--- src/rtl/axi4_pkg.sv ---
// Shared AXI4 encodings: burst types, response codes, write-responder FSM states.
// Latency: none (types and pure functions only).
// Backpressure: not applicable.
package axi4_pkg;

  typedef enum logic [1:0] {
    BURST_FIXED = 2'b00,
    BURST_INCR  = 2'b01,
    BURST_WRAP  = 2'b10,
    BURST_RSVD  = 2'b11
  } axi4_burst_t;

  typedef enum logic [1:0] {
    RESP_OKAY   = 2'b00,
    RESP_EXOKAY = 2'b01,
    RESP_SLVERR = 2'b10,
    RESP_DECERR = 2'b11
  } axi4_resp_t;

  typedef enum logic [1:0] {
    WR_IDLE = 2'b00,
    WR_DATA = 2'b01,
    WR_RESP = 2'b10
  } wr_state_t;

  // Bursts may not cross a 4 KB page.
  localparam int unsigned PAGE_BITS = 12;

  // WRAP bursts are legal only with 2, 4, 8 or 16 beats.
  function automatic logic wrap_len_ok(input logic [7:0] len);
    return (len == 8'd1) || (len == 8'd3) || (len == 8'd7) || (len == 8'd15);
  endfunction

endpackage

--- src/rtl/axi4_beat_addr_next.sv ---
// Next beat address for FIXED / INCR / WRAP bursts; reserved bursts step as INCR.
// Latency: purely combinational.
// Backpressure: none; the caller decides when to register the result.
module axi4_beat_addr_next
  import axi4_pkg::*;
#(
  parameter int ADDR_WIDTH = 32
) (
  input  logic [ADDR_WIDTH-1:0] addr,
  input  logic [2:0]            size,
  input  logic [7:0]            len,
  input  axi4_burst_t           burst,
  output logic [ADDR_WIDTH-1:0] next_addr
);

  logic [ADDR_WIDTH-1:0] step;
  logic [ADDR_WIDTH-1:0] wrap_bytes;
  logic [ADDR_WIDTH-1:0] boundary;
  logic [ADDR_WIDTH-1:0] incr_addr;

  // Step by one beat; WRAP folds back to the window base when it reaches the window end.
  always_comb begin
    step       = ADDR_WIDTH'(1) << size;
    wrap_bytes = (ADDR_WIDTH'(len) + ADDR_WIDTH'(1)) << size;
    boundary   = addr & ~(wrap_bytes - ADDR_WIDTH'(1));
    incr_addr  = addr + step;
    case (burst)
      BURST_FIXED: next_addr = addr;
      BURST_WRAP:  next_addr = (incr_addr == boundary + wrap_bytes) ? boundary : incr_addr;
      default:     next_addr = incr_addr;
    endcase
  end

endmodule

--- src/rtl/axi4_write_responder.sv ---
// AXI4 write slave: accepts one burst at a time, emits one registered mem write per beat, then a B response.
// Latency: mem_we/addr/data/strb one cycle after each W handshake; B valid the cycle after the burst ends.
// Backpressure: AW stalls outside IDLE, W stalls outside DATA, B response held stable until bready.
module axi4_write_responder
  import axi4_pkg::*;
#(
  parameter int ADDR_WIDTH = 32,
  parameter int DATA_WIDTH = 64,
  parameter int ID_WIDTH   = 4
) (
  input  logic                    clk,
  input  logic                    rst_n,
  input  logic [ID_WIDTH-1:0]     awid,
  input  logic [ADDR_WIDTH-1:0]   awaddr,
  input  logic [7:0]              awlen,
  input  logic [2:0]              awsize,
  input  logic [1:0]              awburst,
  input  logic                    awvalid,
  output logic                    awready,
  input  logic [DATA_WIDTH-1:0]   wdata,
  input  logic [DATA_WIDTH/8-1:0] wstrb,
  input  logic                    wlast,
  input  logic                    wvalid,
  output logic                    wready,
  output logic [ID_WIDTH-1:0]     bid,
  output logic [1:0]              bresp,
  output logic                    bvalid,
  input  logic                    bready,
  output logic                    mem_we,
  output logic [ADDR_WIDTH-1:0]   mem_addr,
  output logic [DATA_WIDTH-1:0]   mem_wdata,
  output logic [DATA_WIDTH/8-1:0] mem_wstrb
);

  wr_state_t             state_q, state_d;
  logic                  alive_q;
  logic [ID_WIDTH-1:0]   id_q;
  logic [ADDR_WIDTH-1:0] addr_q, addr_next;
  logic [7:0]            len_q, beat_q;
  logic [2:0]            size_q;
  axi4_burst_t           burst_q, aw_burst;
  logic                  err_cap_q, err_q;

  logic                  aw_hs, w_hs, b_hs, beat_is_len, burst_end;
  logic [ADDR_WIDTH-1:0] aw_bytes, aw_end, aw_step;
  logic                  cap_err;

  assign aw_hs       = awvalid && awready;
  assign w_hs        = wvalid && wready;
  assign b_hs        = bvalid && bready;
  assign beat_is_len = (beat_q == len_q);
  assign burst_end   = w_hs && (wlast || beat_is_len);
  assign aw_burst    = axi4_burst_t'(awburst);

  // Protocol checks on the incoming AW beat, decided once at capture.
  always_comb begin
    aw_step  = ADDR_WIDTH'(1) << awsize;
    aw_bytes = (ADDR_WIDTH'(awlen) + ADDR_WIDTH'(1)) << awsize;
    aw_end   = awaddr + aw_bytes - ADDR_WIDTH'(1);
    cap_err  = 1'b0;
    if ((32'd1 << awsize) > 32'(DATA_WIDTH / 8)) cap_err = 1'b1;
    if (aw_burst == BURST_RSVD) cap_err = 1'b1;
    if ((aw_burst == BURST_INCR) &&
        (aw_end[ADDR_WIDTH-1:PAGE_BITS] != awaddr[ADDR_WIDTH-1:PAGE_BITS])) cap_err = 1'b1;
    if ((aw_burst == BURST_WRAP) &&
        (!wrap_len_ok(awlen) || ((awaddr & (aw_step - ADDR_WIDTH'(1))) != '0))) cap_err = 1'b1;
  end

  axi4_beat_addr_next #(.ADDR_WIDTH(ADDR_WIDTH)) u_addr_next (
    .addr      (addr_q),
    .size      (size_q),
    .len       (len_q),
    .burst     (burst_q),
    .next_addr (addr_next)
  );

  // State register; alive_q keeps awready low while reset is asserted.
  always_ff @(posedge clk or negedge rst_n) begin
    if (!rst_n) begin
      state_q <= WR_IDLE;
      alive_q <= 1'b0;
    end else begin
      state_q <= state_d;
      alive_q <= 1'b1;
    end
  end

  // Next-state and handshake outputs.
  always_comb begin
    state_d = state_q;
    awready = 1'b0;
    wready  = 1'b0;
    bvalid  = 1'b0;
    case (state_q)
      WR_IDLE: begin
        awready = alive_q;
        if (aw_hs) state_d = WR_DATA;
      end
      WR_DATA: begin
        wready = 1'b1;
        if (burst_end) state_d = WR_RESP;
      end
      WR_RESP: begin
        bvalid = 1'b1;
        if (b_hs) state_d = WR_IDLE;
      end
      default: state_d = WR_IDLE;
    endcase
  end

  // Burst context capture, beat tracking and registered memory write port.
  always_ff @(posedge clk or negedge rst_n) begin
    if (!rst_n) begin
      id_q      <= '0;
      addr_q    <= '0;
      len_q     <= '0;
      size_q    <= '0;
      burst_q   <= BURST_FIXED;
      beat_q    <= '0;
      err_cap_q <= 1'b0;
      err_q     <= 1'b0;
      mem_we    <= 1'b0;
      mem_addr  <= '0;
      mem_wdata <= '0;
      mem_wstrb <= '0;
    end else begin
      mem_we <= 1'b0;
      if (aw_hs) begin
        id_q      <= awid;
        addr_q    <= awaddr;
        len_q     <= awlen;
        size_q    <= awsize;
        burst_q   <= aw_burst;
        beat_q    <= '0;
        err_cap_q <= cap_err;
        err_q     <= cap_err;
      end
      if (w_hs) begin
        addr_q    <= addr_next;
        beat_q    <= beat_q + 8'd1;
        mem_we    <= !err_cap_q;
        mem_addr  <= addr_q;
        mem_wdata <= wdata;
        mem_wstrb <= wstrb;
        // wlast must coincide exactly with beat index awlen.
        if (wlast != beat_is_len) err_q <= 1'b1;
      end
    end
  end

  assign bid   = id_q;
  assign bresp = ((state_q == WR_RESP) && err_q) ? RESP_SLVERR : RESP_OKAY;

endmodule

--- config.mk ---
export PLATFORM = sky130hd
export DESIGN_NAME = axi4_write_responder
export DESIGN_NICKNAME = d
export VERILOG_FILES = /design/src/rtl/axi4_pkg.sv /design/src/rtl/axi4_beat_addr_next.sv /design/src/rtl/axi4_write_responder.sv
export SDC_FILE = /design/constraint.sdc
export NUM_CORES = 1
export LEC_CHECK = 0
export CELL_PAD_IN_SITES_DETAIL_PLACEMENT = 0
export CELL_PAD_IN_SITES_GLOBAL_PLACEMENT = 1
export CORE_ASPECT_RATIO = 0.5
export CORE_UTILIZATION = 42
export DETAILED_ROUTE_END_ITERATION = 10
export PLACE_DENSITY = 0.95
export SLEW_MARGIN = 20
export SYNTH_ARGS = -nofsm -noshare
export SYNTH_HDL_FRONTEND = slang
export SYNTH_SLANG_ARGS = --single-unit
--- constraint.sdc ---
create_clock -name clk -period 19.15 [get_ports clk]
set_input_delay 1.915 -clock clk [delete_from_list [all_inputs] [get_ports clk]]
set_output_delay 1.915 -clock clk [all_outputs]
set_load 0.05 [all_outputs]
After elaboration in Yosys (flattened, before gate mapping)
Index checks and enable logic that the tools add are counted.

word-level totals
  register bits after elaboration = 167
  input bits = 127
  output and inout port bits = 114
  logic and storage cells = 91

operators by class
  add/sub/neg operators = 9
  order comparisons = 1
  eq/ne operators = 18
  shifts and indexed selects = 4
  mux-type cells = 22
  bitwise logic cells = 3
  reductions and logical operators = 20

operators with widths
  operator                                             number
  adder 32 bit                                         3
  two-way mux 32 bit                                   3
  subtractor 32 x 1 -> 32 bit, second input constant   3
  AND 32 bit                                           2
  case mux 32 bit (2 select lines)                     1
  left shift 1 x 3 -> 32 bit, first input constant     2
  equality test 32 bit                                 1
  > comparator 32 x 4 -> 1 bit, second input constant  1
  inverter 32 bit                                      1
  nonzero test 32 bit                                  1
  left shift 32 x 3 -> 32 bit                          1
  left shift 9 x 3 -> 32 bit                           1
  != test 20 bit                                       1
  adder 8 x 1 -> 9 bit, second input constant          2
  two-way mux 8 bit                                    2
  two-way mux 1 bit                                    11
  adder 8 x 1 -> 8 bit, second input constant          1
  equality test 2 bit, second input constant           4
  equality test 8 x 1 -> 1 bit, second input constant  1
  equality test 8 x 2 -> 1 bit, second input constant  1
  equality test 8 x 3 -> 1 bit, second input constant  1
  equality test 8 x 4 -> 1 bit, second input constant  1
  equality test 8 bit                                  1
  two-way mux 2 bit                                    4
  other kinds (11)                                     27

Logic depth before layout (Yosys ltp)
Gate-level depths: netlist (run 1).

  depth after elaboration = 11
  gate-level depth with buffers = 29
  depth with buffers taken out = 26

Hierarchy
From an unflattened synthesis (run 1), not the netlist that was laid out.

second synthesis, totals
  cell total of the unflattened synthesis = 2055
  area total of the unflattened synthesis = 15249.6 um^2

by module, submodules not included
  module                instances  cells each  area each (um^2)  seq. area each (um^2)
  axi4_write_responder  1          1203        9564.2            4179.0
  axi4_beat_addr_next   1          852         5685.5            0.0

Worst setup path after synthesis (run 1)
OpenSTA, ideal clock, no wires.

  path type = input to register
  from = input port awsize[0]
  to = register err_q
  library setup time = 121 ps
  arrival = 6447 ps
  data required time = 19029 ps
  setup slack = 12582 ps
  cell stages on the path = 24
  buffers on the path = 3
  path through = clkbuf_1 -> clkbuf_1 -> clkbuf_1 -> o21ai_0 -> mux2i_1 -> nor2_1 -> a31oi_1 -> ha_1 -> inv_1 -> ha_1 -> a21o_1 -> a211oi_1 -> a221o_1 -> a21oi_1 -> o41a_1 -> a41o_1 -> o31ai_1 -> inv_1 -> a21oi_1 -> xnor2_1 -> nor4_1 -> nand4_1 -> nand4b_1 -> a22o_1

between the ends
  word-level cells in the longest chain between the ends = 10
  elaborated cells on any way between the ends = 19
  classes of those cells = add/sub (3); order compare (1); eq/ne (1); shift (2); mux (7); bitwise (1); reduce/logical (4)

ends and longest elaborated chain
  element                                                                          line                                                                                source
  start: declaration                                                               axi4_write_responder.sv:16                                                          input logic [2:0] awsize,
  left shift 9 x 3 -> 32 bit / left shift 1 x 3 -> 32 bit (equally long branches)  axi4_write_responder.sv:58, axi4_write_responder.sv:57, axi4_write_responder.sv:61
  adder 32 bit / subtractor 32 x 1 -> 32 bit (equally long branches)               axi4_write_responder.sv:59, axi4_write_responder.sv:66
  subtractor 32 x 1 -> 32 bit / AND 32 bit (equally long branches)                 axi4_write_responder.sv:59, axi4_write_responder.sv:66
  != test 20 bit / nonzero test 32 bit (equally long branches)                     axi4_write_responder.sv:64, axi4_write_responder.sv:66
  logical AND 1 bit / logical OR 1 bit (equally long branches)                     axi4_write_responder.sv:63, axi4_write_responder.sv:66
  two-way mux 1 bit / logical AND 1 bit (equally long branches)                    axi4_write_responder.sv:63, axi4_write_responder.sv:65
  two-way mux 1 bit (*)                                                            axi4_write_responder.sv:65                                                          if ((aw_burst == BURST_WRAP) &&
  two-way mux 1 bit (*)                                                            axi4_write_responder.sv:128                                                         if (aw_hs) begin
  two-way mux 1 bit                                                                axi4_write_responder.sv:146                                                         if (wlast != beat_is_len) err_q <= 1'b1;
  two-way mux 1 bit (*)                                                            axi4_write_responder.sv:138                                                         if (w_hs) begin
  end signal: assignment                                                           axi4_write_responder.sv:136                                                         err_q <= cap_err;
  end: declaration                                                                 axi4_write_responder.sv:42                                                          logic err_cap_q, err_q;

Every way passes the cells marked *; elsewhere a longest branch is shown, timed or not.
A chain may end at the register's enable or synchronous reset.

Final worst setup path (run 1)
  from = register len_q[0]
  to = register addr_q[25]

between the ends
  word-level cells in the longest chain between the ends = 10

ends and longest elaborated chain
  element                               line                         source
  start: declaration                    axi4_write_responder.sv:39   logic [7:0] len_q, beat_q;
  start signal: assignment              axi4_write_responder.sv:131  len_q <= awlen;
  adder 8 x 1 -> 9 bit (*)              axi4_beat_addr_next.sv:24    wrap_bytes = (ADDR_WIDTH'(len) + ADDR_WIDTH'(1)) << size;
  left shift 32 x 3 -> 32 bit (*)       axi4_beat_addr_next.sv:24
  subtractor 32 x 1 -> 32 bit           axi4_beat_addr_next.sv:25    boundary = addr & ~(wrap_bytes - ADDR_WIDTH'(1));
  inverter 32 bit                       axi4_beat_addr_next.sv:25
  AND 32 bit                            axi4_beat_addr_next.sv:25
  adder 32 bit                          axi4_beat_addr_next.sv:29    BURST_WRAP: next_addr = (incr_addr == boundary + wrap_bytes) ? boundary : incr_addr;
  equality test 32 bit                  axi4_beat_addr_next.sv:29
  two-way mux 32 bit (*)                axi4_beat_addr_next.sv:29
  case mux 32 bit (2 select lines) (*)  axi4_beat_addr_next.sv:27    case (burst)
  two-way mux 32 bit (*)                axi4_write_responder.sv:138
  end signal: assignment                axi4_write_responder.sv:130  addr_q <= awaddr;
  end signal: assignment                axi4_write_responder.sv:139  addr_q <= addr_next;
  end: declaration                      axi4_write_responder.sv:38   logic [ADDR_WIDTH-1:0] addr_q, addr_next;

Marked as above.

==> flow_summary.toml, run 1 <==
[clock_network]
holdBufCountCts = 0
cts_resized = 0
clkTransAtPathRegs_ps = 70
cts_sinks = 167
cts_buffers = 17
cts_max_level = 4
clock_latency_ps = 450
cts_tree = "done"
cts_buffer_depth = 2
root_buffer = "clkbuf_16"
post_cts_buffers = 0

[timing]
drv_slew = 0
timing.slew.headroom_pct = 27.35
finalCritPeriodShare_pct = 40.51
whs_ps = 471.0
setup_slack_ps = 11390
worst_pin_slew_ps = 1090
layout_min_cycle_time_ps = 7758
rsz0062_at_grt = "no"
fin_setup_tns_ps = 0
max_freq_mhz = 128.9
setup_viol = 0
clock_skew_ps = 13.29
finalHoldViolations = 0

[synthesis]
ys_warn_count = 0
syn_area_um2 = 13470
synthAdderAreaFrac_pct = 6.746
synthSimpleGateAreaFrac_pct = 28.90
synthArstFlopShare_pct = 100.0
syn-num-nets = 2004
synth_top_flop_cell = "dfrtp_1"
syn-instance-count = 1805
ys_ff_latch = 167
synth-compound-area-share_pct = 19.35
synth-edff-count = 0
avgSynthCellArea_um2 = 7.460
ys_seq_area_share_pct = 31.04
synth_cell_types = 87
synth_mux_area_share_pct = 1.765
synth_top_family_by_area = "simple AND/OR/NAND/NOR gates"
synth_xor_area_share_pct = 6.449

[worst_setup_path]
worst_path_max_delay_cell = "dfrtp_1"
crit_type = "reg -> reg"
path_max_fanout = 57
r2r_end = "addr_q[25]"
endpoint = "addr_q[25]"
worstSetupStartpoint = "len_q[0]"
r2r_start = "len_q[0]"
ff2ff_path_depth = 24
crit_chain = "ha_1 -> a211oi_1 -> or4_1 -> a2111oi_0 -> o21bai_1 -> or3_1 -> nor2_1 -> nand2_1 -> a21oi_1 -> ha_1 -> and2_1 -> ha_1 -> a21oi_1 -> nand2_1 -> or4_1 -> nand4_1 -> mux2_2 -> nor2_1 -> nand4_1 -> nor4_4 -> buf_4 -> and2b_1 -> o21ai_1 -> a31oi_1"
cp_common_cell = "ha_1"
crit_required_ps = 19510
critPathMaxStageDelay_ps = 700
startpoint_type = "flop"
rrSetupSlack_ps = 11390
worst_setup_path_end_kind = "flop"
critPathArrivalTime_ps = 8120

[grt]
grt_start_max_net_pins = 95
globalRouteTotalUtil_pct = 26.74
grt_pass1_wl_mm = 68.66
grt_pass1_vias = 12270
grt_overflow_total = 0
antenna_found_initial = 0

[status]
run_status = "finished, final reports clean"

[power_and_ir_drop]
p_per_area_nw_per_um2 = 176.6
power_w = 0.002943
peakVddDrop_mv = 0.08927
power.leakage_nw = 7.534

[drt]
wl_mm = 43.84
drtAntennaViolNets = 0
dr.pass1.iters = 5
vias = 13736
vias_per_cell = 5.692
drtIter0Drc = 1673
drcViolationCount = 0
routedWlPerCell_um = 18.17

[die]
start_util_pct = 43.56
die_w_um = 255.2
coreArea_um2 = 30910
die_area_um2 = 32820
fp.dieH_um = 128.6
ios = 241
rows = 45

[job]
cap_viol_max_count = 0

[placement]
port_buffers = 239
dpl.hpwl_mm = 32.30
place_area_um2 = 16110
pre_cts_ws_ps = 11350
gp_congestion = 0.9737

[cells_and_area]
nFillCells = 2980
multi_input_area_um2 = 8539
final_cell_mix = "465 x nand2_1, 238 x clkdlybuf4s50_1, 167 x dfrtp_1"
area_growth_pct = 23.75
drive_gt1_share_pct = 4.523
final_common_cell = "nand2_1"
n_antenna_cell = 0
fin_area_um2 = 16660
final-seq-area_um2 = 4179
final_nets = 2176

[worst_hold_path]
hp-class = "reg -> reg"
-- area by class of cell --
| type | count | share of cell area, % |
|---|---|---|
| multi-input cells | 1444 | 51.25 |
| flip-flops and latches | 167 | 25.08 |
| inverters | 92 | 2.072 |
| repair buffers | 255 | 15.08 |
| clock buffers | 19 | 2.598 |
| clock inverters | 13 | 0.7434 |
| well taps | 423 | 3.176 |
-- metrics by stage --
stage	utilization, %	std cells
3_3_place_gp	52.11	2381
6_report	53.91	2413
3_5_place_dp	52.11	2381
5_1_grt	53.91	2413
4_1_cts	53.91	2413
2_1_floorplan	-	1805
-- registers in the layout (all words and copies together), names as in the netlist, 2 cells and up --
register	flops
len_q	8
mem_addr	32
burst_q	2
mem_wdata	64
mem_wstrb	8
state_q	2
addr_q	32
size_q	3
beat_q	8
bid	4
-- power breakdown --
part           leakage, nW  switching, W  internal, W  total [W]
registers             2.07      0.000171     0.000508   0.000679
clock network        0.270      0.000160     0.000181   0.000340
logic                 5.19       0.00124     0.000683    0.00192
-- layer usage --
layer | part of all wire [%] | vias to the layer above | track usage (%)
met5 | 0 | - | 0
met4 | 1.5 | 0 | 5.953
met3 | 9.3 | 39 | 5.381
met2 | 42 | 639 | 37.69
met1 | 48 | 6426 | 41.30
li1 | - | 6632 | -
-- worst min-delay path by stage --
stage / startpoint / end / slack, ps / depth (start not counted)
CTS: mem_wdata[41] / mem_wdata[41] / 480 / 2
floorplan: err_cap_q / mem_we / 400 / 1
global placement: mem_wdata[3] / mem_wdata[3] / 460 / 2
finish: mem_wdata[53] / mem_wdata[53] / 470 / 2
global route: mem_wdata[55] / mem_wdata[55] / 490 / 2
detailed placement: mem_wdata[41] / mem_wdata[41] / 460 / 2
-- Yosys cell counts (40+ instances only) --
cell type | count | area (um^2)
xnor2_1 | 54 | 473.0
nand3_1 | 63 | 315.3
dfrtp_1 | 167 | 4179
ha_1 | 71 | 888.4
nand2_1 | 466 | 1749
inv_1 | 92 | 345.3
nor2_1 | 95 | 356.6
nor3_1 | 41 | 205.2
clkbuf_1 | 80 | 300.3
a21oi_1 | 90 | 450.4
o21ai_0 | 91 | 455.4
xor2_1 | 40 | 350.3
-- critical path: cells and delay by family, from the launching register on --
kind,cells,cell delay (ps)
mux,1,340
flops,1,700
simple gates,12,3050
fa+ha+maj,3,1080
buf+inv,1,560
compound gates,7,1900
-- cells by family after synthesis --
logic type,after synthesis
adders and majority gates,72
muxes,23
other,2
buffers and inverters,194
AOI/OAI and AO/OA,404
xor gates and xnor gates,96
DFF,167
and+or+nand+nor,847
No activity file was read; power rests on OpenSTA's default activity.
==> inputs of run 2 (changes only) <==
--- a/config.mk
+++ b/config.mk
@@ -8,9 +8,9 @@
 export CELL_PAD_IN_SITES_DETAIL_PLACEMENT = 0
 export CELL_PAD_IN_SITES_GLOBAL_PLACEMENT = 1
 export CORE_ASPECT_RATIO = 0.5
-export CORE_UTILIZATION = 42
+export CORE_UTILIZATION = 35
 export DETAILED_ROUTE_END_ITERATION = 10
-export PLACE_DENSITY = 0.95
+export PLACE_DENSITY = 0.87
 export SLEW_MARGIN = 20
 export SYNTH_ARGS = -nofsm -noshare
 export SYNTH_HDL_FRONTEND = slang
==> constraint.sdc (replaced) <==
create_clock -name clk -period 6.5 [get_ports clk]
set_input_delay 0.65 -clock clk [delete_from_list [all_inputs] [get_ports clk]]
set_output_delay 0.65 -clock clk [all_outputs]
set_load 0.05 [all_outputs]
==> flow_summary.toml, run 2 (synthesis results as in run 1) <==
[grt]
antenna_found_initial = 1
grt_pass1_wl_mm = 71.28
grt_overflow_total = 0
grt_pass1_vias = 12792
grt_start_max_net_pins = 102
globalRouteTotalUtil_pct = 22.75

[clock_network]
cts_buffer_depth = 2
root_buffer = "clkbuf_16"
cts_buffers = 17
clock_latency_ps = 450
cts_sinks = 167
clkTransAtPathRegs_ps = 70
cts_tree = "done"
cts_max_level = 4

[power_and_ir_drop]
power.leakage_nw = 7.828
pwr-share-seq_pct = 21.9
power.switching_w = 0.004741
power.internal_w = 0.004292
peakVddDrop_mv = 0.2235
switching_share_pct = 52.49
power_w = 0.009032
p_clk_share_pct = 11.7
p_per_area_nw_per_um2 = 520.5
pwr-share-comb_pct = 66.4

[drt]
wl_mm = 45.29
vias = 13778
drtAntennaViolNets = 0
vias_per_cell = 5.380
routedWlPerCell_um = 17.68
drcViolationCount = 0
drtIter0Drc = 1095
dr.pass1.iters = 5

[die]
coreArea_um2 = 37660
fp.dieH_um = 140.7
rows = 50
die_w_um = 279.4
die_area_um2 = 39310
start_util_pct = 35.75
ios = 241

[placement]
dpl.hpwl_mm = 34.08
port_buffers = 239
gp_congestion = 0.9441
place_area_um2 = 16610

[worst_setup_path]
cp_top_family = "simple AND/OR/NAND/NOR gates"
crit_required_ps = 6780
critPathMaxStageDelay_ps = 480
startpoint_type = "flop"
path_max_fanout = 16
critPathArrivalTime_ps = 6490
worst_setup_path_end_kind = "flop"
worst_path_max_delay_cell = "or4_1"
crit_type = "reg -> reg"
crit_buf_inv = 3

[timing]
finalCritPeriodShare_pct = 95.45
drv_slew = 0
clock_skew_ps = 9.048
max_freq_mhz = 161.2
timing.slew.headroom_pct = 28.71
worst_pin_slew_ps = 1068
layout_min_cycle_time_ps = 6204
finalHoldViolations = 0
setup_viol = 0

[cells_and_area]
area_growth_pct = 28.86
largestRegisters = "mem_wdata: 64 flops, addr_q: 32 flops, mem_addr: 32 flops"
final_cell_mix = "465 x nand2_1, 238 x clkdlybuf4s50_1, 165 x dfrtp_1"
largest_register = "mem_wdata"
fin_area_um2 = 17350
final_nets = 2227
drive_gt1_share_pct = 7.986
final-seq-area_um2 = 4182
n_antenna_cell = 0
final_common_cell = "nand2_1"
fin_util_pct = 46.07
nFillCells = 3778
multi_input_area_um2 = 8655
largest_reg_flops = 64

[status]
run_status = "finished, final reports clean"

[job]
cap_viol_max_count = 0

[worst_hold_path]
hp-class = "in -> async"
## run 2: final timing paths
path	startpoint	endpoint	slack [ps]	cells past startpoint
worst min-delay path	rst_n	mem_wdata[14]	310	1
worst max register to register	len_q[1]	addr_q[25]	300	27
max in group asynchronous	rst_n	mem_wdata[37]	4750	2
min in group clk	err_cap_q	mem_we	460	1
worst max-delay path	len_q[1]	addr_q[25]	300	27
worst min register to register	err_cap_q	mem_we	460	1
## run 2: cell type report
class	count	share of cell area, %
clock inverters	15	0.9663
clock buffers	17	2.452
repair buffers	306	16.87
inverters	92	1.990
flip-flops and latches	167	24.10
multi-input cells	1444	49.88
well taps	520	3.750
## run 2: layer usage
layer / GRT usage, % / part of all wire [%] / vias up
li1: - / - / 6751
met1: 33.47 / 48 / 6532
met2: 34.12 / 43 / 437
met3: 4.027 / 6.3 / 58
met4: 5.810 / 2.0 / 0
met5: 0 / 0 / -
## run 2: power groups by stage
stage	logic, W	registers [W]	clock network [W]
floorplan	0.00302	0.00290	0
global placement	0.00582	0.00197	0
detailed placement	0.00583	0.00198	0
CTS	0.00587	0.00196	0.00109
global route	0.00647	0.00205	0.00112
finish	0.00600	0.00198	0.00106
## run 2: timing repair
| action | 4_1_cts | 5_1_grt |
|---|---|---|
| cloned | 0 | 1 |
| endpoints found under the setup margin | 27 | 32 |
| gates resized for setup | 2 | 24 |
| buffers inserted | 0 | 1 |
| pin swaps | 0 | 4 |
| hold buffers | 0 | 0 |
## run 2: per-stage QoR
step           setup TNS [ps]  std cells  hold WS [ps]  worst slack (ps)
2_1_floorplan               0       1805         354.4             334.4
3_3_place_gp                0       2527         450.3             62.34
3_5_place_dp           -930.9       2527         451.7            -102.4
4_1_cts                     0       2559         339.5             13.38
5_1_grt                -2.193       2561         375.4            -2.193
6_report                    0       2561         309.0             295.5
==> inputs of run 3 (changes only) <==
--- a/config.mk
+++ b/config.mk
@@ -8,10 +8,11 @@
 export CELL_PAD_IN_SITES_DETAIL_PLACEMENT = 0
 export CELL_PAD_IN_SITES_GLOBAL_PLACEMENT = 1
 export CORE_ASPECT_RATIO = 0.5
-export CORE_UTILIZATION = 35
+export CORE_UTILIZATION = 43
 export DETAILED_ROUTE_END_ITERATION = 10
-export PLACE_DENSITY = 0.87
-export SLEW_MARGIN = 20
+export DONT_BUFFER_PORTS = 1
+export HOLD_SLACK_MARGIN = 0.02
+export PLACE_DENSITY = 0.88
 export SYNTH_ARGS = -nofsm -noshare
 export SYNTH_HDL_FRONTEND = slang
 export SYNTH_SLANG_ARGS = --single-unit
==> flow_summary.toml, run 3 (synthesis results as in run 1) <==
[cells_and_area]
nFillCells = 2997
largest_register = "mem_wdata"
drive_gt1_share_pct = 8.792
final_cell_mix = "465 x nand2_1, 166 x dfrtp_1, 92 x inv_1, 92 x nor2_1"
fin_area_um2 = 14910
area_growth_pct = 10.70
final_common_cell = "nand2_1"
final_nets = 1983
largestRegisters = "mem_wdata: 64 flops, addr_q: 32 flops, mem_addr: 32 flops"
fin_util_pct = 48.76
n_antenna_cell = 0
largest_reg_flops = 64

[timing]
worst_pin_slew_ps = 1018
finalCritPeriodShare_pct = 95.27
drv_slew = 0
layout_min_cycle_time_ps = 6192
setup_slack_ps = 307.6
timing.slew.headroom_pct = 32.04
fin_setup_tns_ps = 0
max_freq_mhz = 161.5
clock_skew_ps = 9.925
whs_ps = 121.0
setup_viol = 0
finalHoldViolations = 0

[grt]
grt_pass1_wl_mm = 66.32
grt_start_max_net_pins = 168
grt_overflow_total = 0
globalRouteTotalUtil_pct = 26.38
grt_pass1_vias = 11776
antenna_found_initial = 1

[drt]
drcViolationCount = 0
drtIter0Drc = 1398
routedWlPerCell_um = 19.30
wl_mm = 42.85
drtAntennaViolNets = 0
dr.pass1.iters = 5
vias_per_cell = 5.860
vias = 13010

[worst_setup_path]
crit_type = "reg -> reg"
ff2ff_path_depth = 25
rrSetupSlack_ps = 310
path_max_fanout = 12
worstSetupStartpoint = "len_q[0]"
crit_required_ps = 6830
r2r_end = "addr_q[9]"
r2r_start = "len_q[0]"
startpoint_type = "flop"
critPathArrivalTime_ps = 6530
worst_setup_path_end_kind = "flop"

[clock_network]
cts_sinks = 167
cts_max_level = 4
clock_latency_ps = 450
cts_buffers = 17
cts_tree = "done"
root_buffer = "clkbuf_16"
clkTransAtPathRegs_ps = 70
cts_buffer_depth = 2

[die]
fp.dieH_um = 127.1
coreArea_um2 = 30570
ios = 241
start_util_pct = 44.04
rows = 45
die_area_um2 = 32070
die_w_um = 252.3

[status]
run_status = "finished, final reports clean"

[placement]
dpl.hpwl_mm = 32.11
gp_congestion = 0.9601
pre_cts_ws_ps = -138.5
port_buffers = 0
place_area_um2 = 14020

[job]
cap_viol_max_count = 0

[power_and_ir_drop]
peakVddDrop_mv = 0.2586
power.leakage_nw = 6.930
p_per_area_nw_per_um2 = 568.2

[worst_hold_path]
hp-class = "in -> async"
-- run 3: changes by cell type in the layout (fill, tap and decap cells not counted), moves of 3 or more --
cell | before | now
clkdlybuf4s50_1 | 238 | 0
clkinv_4 | 5 | 0
buf_4 | 65 | 57
bufinv_16 | 2 | 5
-- run 3: per-layer routing --
layer	routed length (um)	track usage (%)
met1	20230	38.86
met2	17490	37.14
met3	4192	7.518
met4	934	7.308
met5	0	0
-- run 3: cell type report --
class	instances	area [um^2]	area share [%]
multi-input cells	1444	8667	58.14
flip-flops and latches	167	4180	28.04
well taps	423	529.3	3.550
repair buffers	62	523.0	3.508
clock buffers	17	425.4	2.854
inverters	92	345.3	2.317
clock inverters	15	236.5	1.586
-- run 3: how the worst max path moves through the flow --
stage,to
finish,addr_q[9]
floorplan,addr_q[15]
CTS,addr_q[23]
global route,addr_q[19]
global placement,addr_q[19]
detailed placement,addr_q[21]
-- run 3: repair_timing --
item	CTS	global route
gates resized for setup	3	24
setup buffers	0	5
endpoints found under the setup margin	22	32
pin swaps	0	1
gates cloned	0	2
endpoints found under the hold margin	167	0
hold buffers	1	0
-- run 3: power breakdown --
group          internal [W]  total (W)  switching (W)
combinational       0.00166    0.00414        0.00248
sequential          0.00148    0.00316        0.00169
clock              0.000693    0.00116       0.000470
-- run 3: metrics by stage --
step                cells  power (W)
global route         2220   0.009033
finish               2220   0.008470
CTS                  2213   0.008319
global placement     2180   0.007048
detailed placement   2180   0.007092
floorplan            1805   0.005917
-- run 3: worst max-delay path, stage by stage (launching register included) --
cell and delay (ps):
dfrtp_1 400, ha_1 220, buf_4 160, a211oi_1 80
or4_4 580, a2111oi_4 410, o21bai_2 150, or3_1 360
nor3_1 250, xnor2_1 80, and2_1 190, ha_1 380
a21o_1 190, a21oi_1 140, o21a_1 170, nand2_1 50
or4_1 460, nand4_1 140, mux2_2 330, nor2_1 130
nand4_1 140, nor4_4 270, buf_4 200, buf_6 180
o21ai_1 80, a221o_1 320
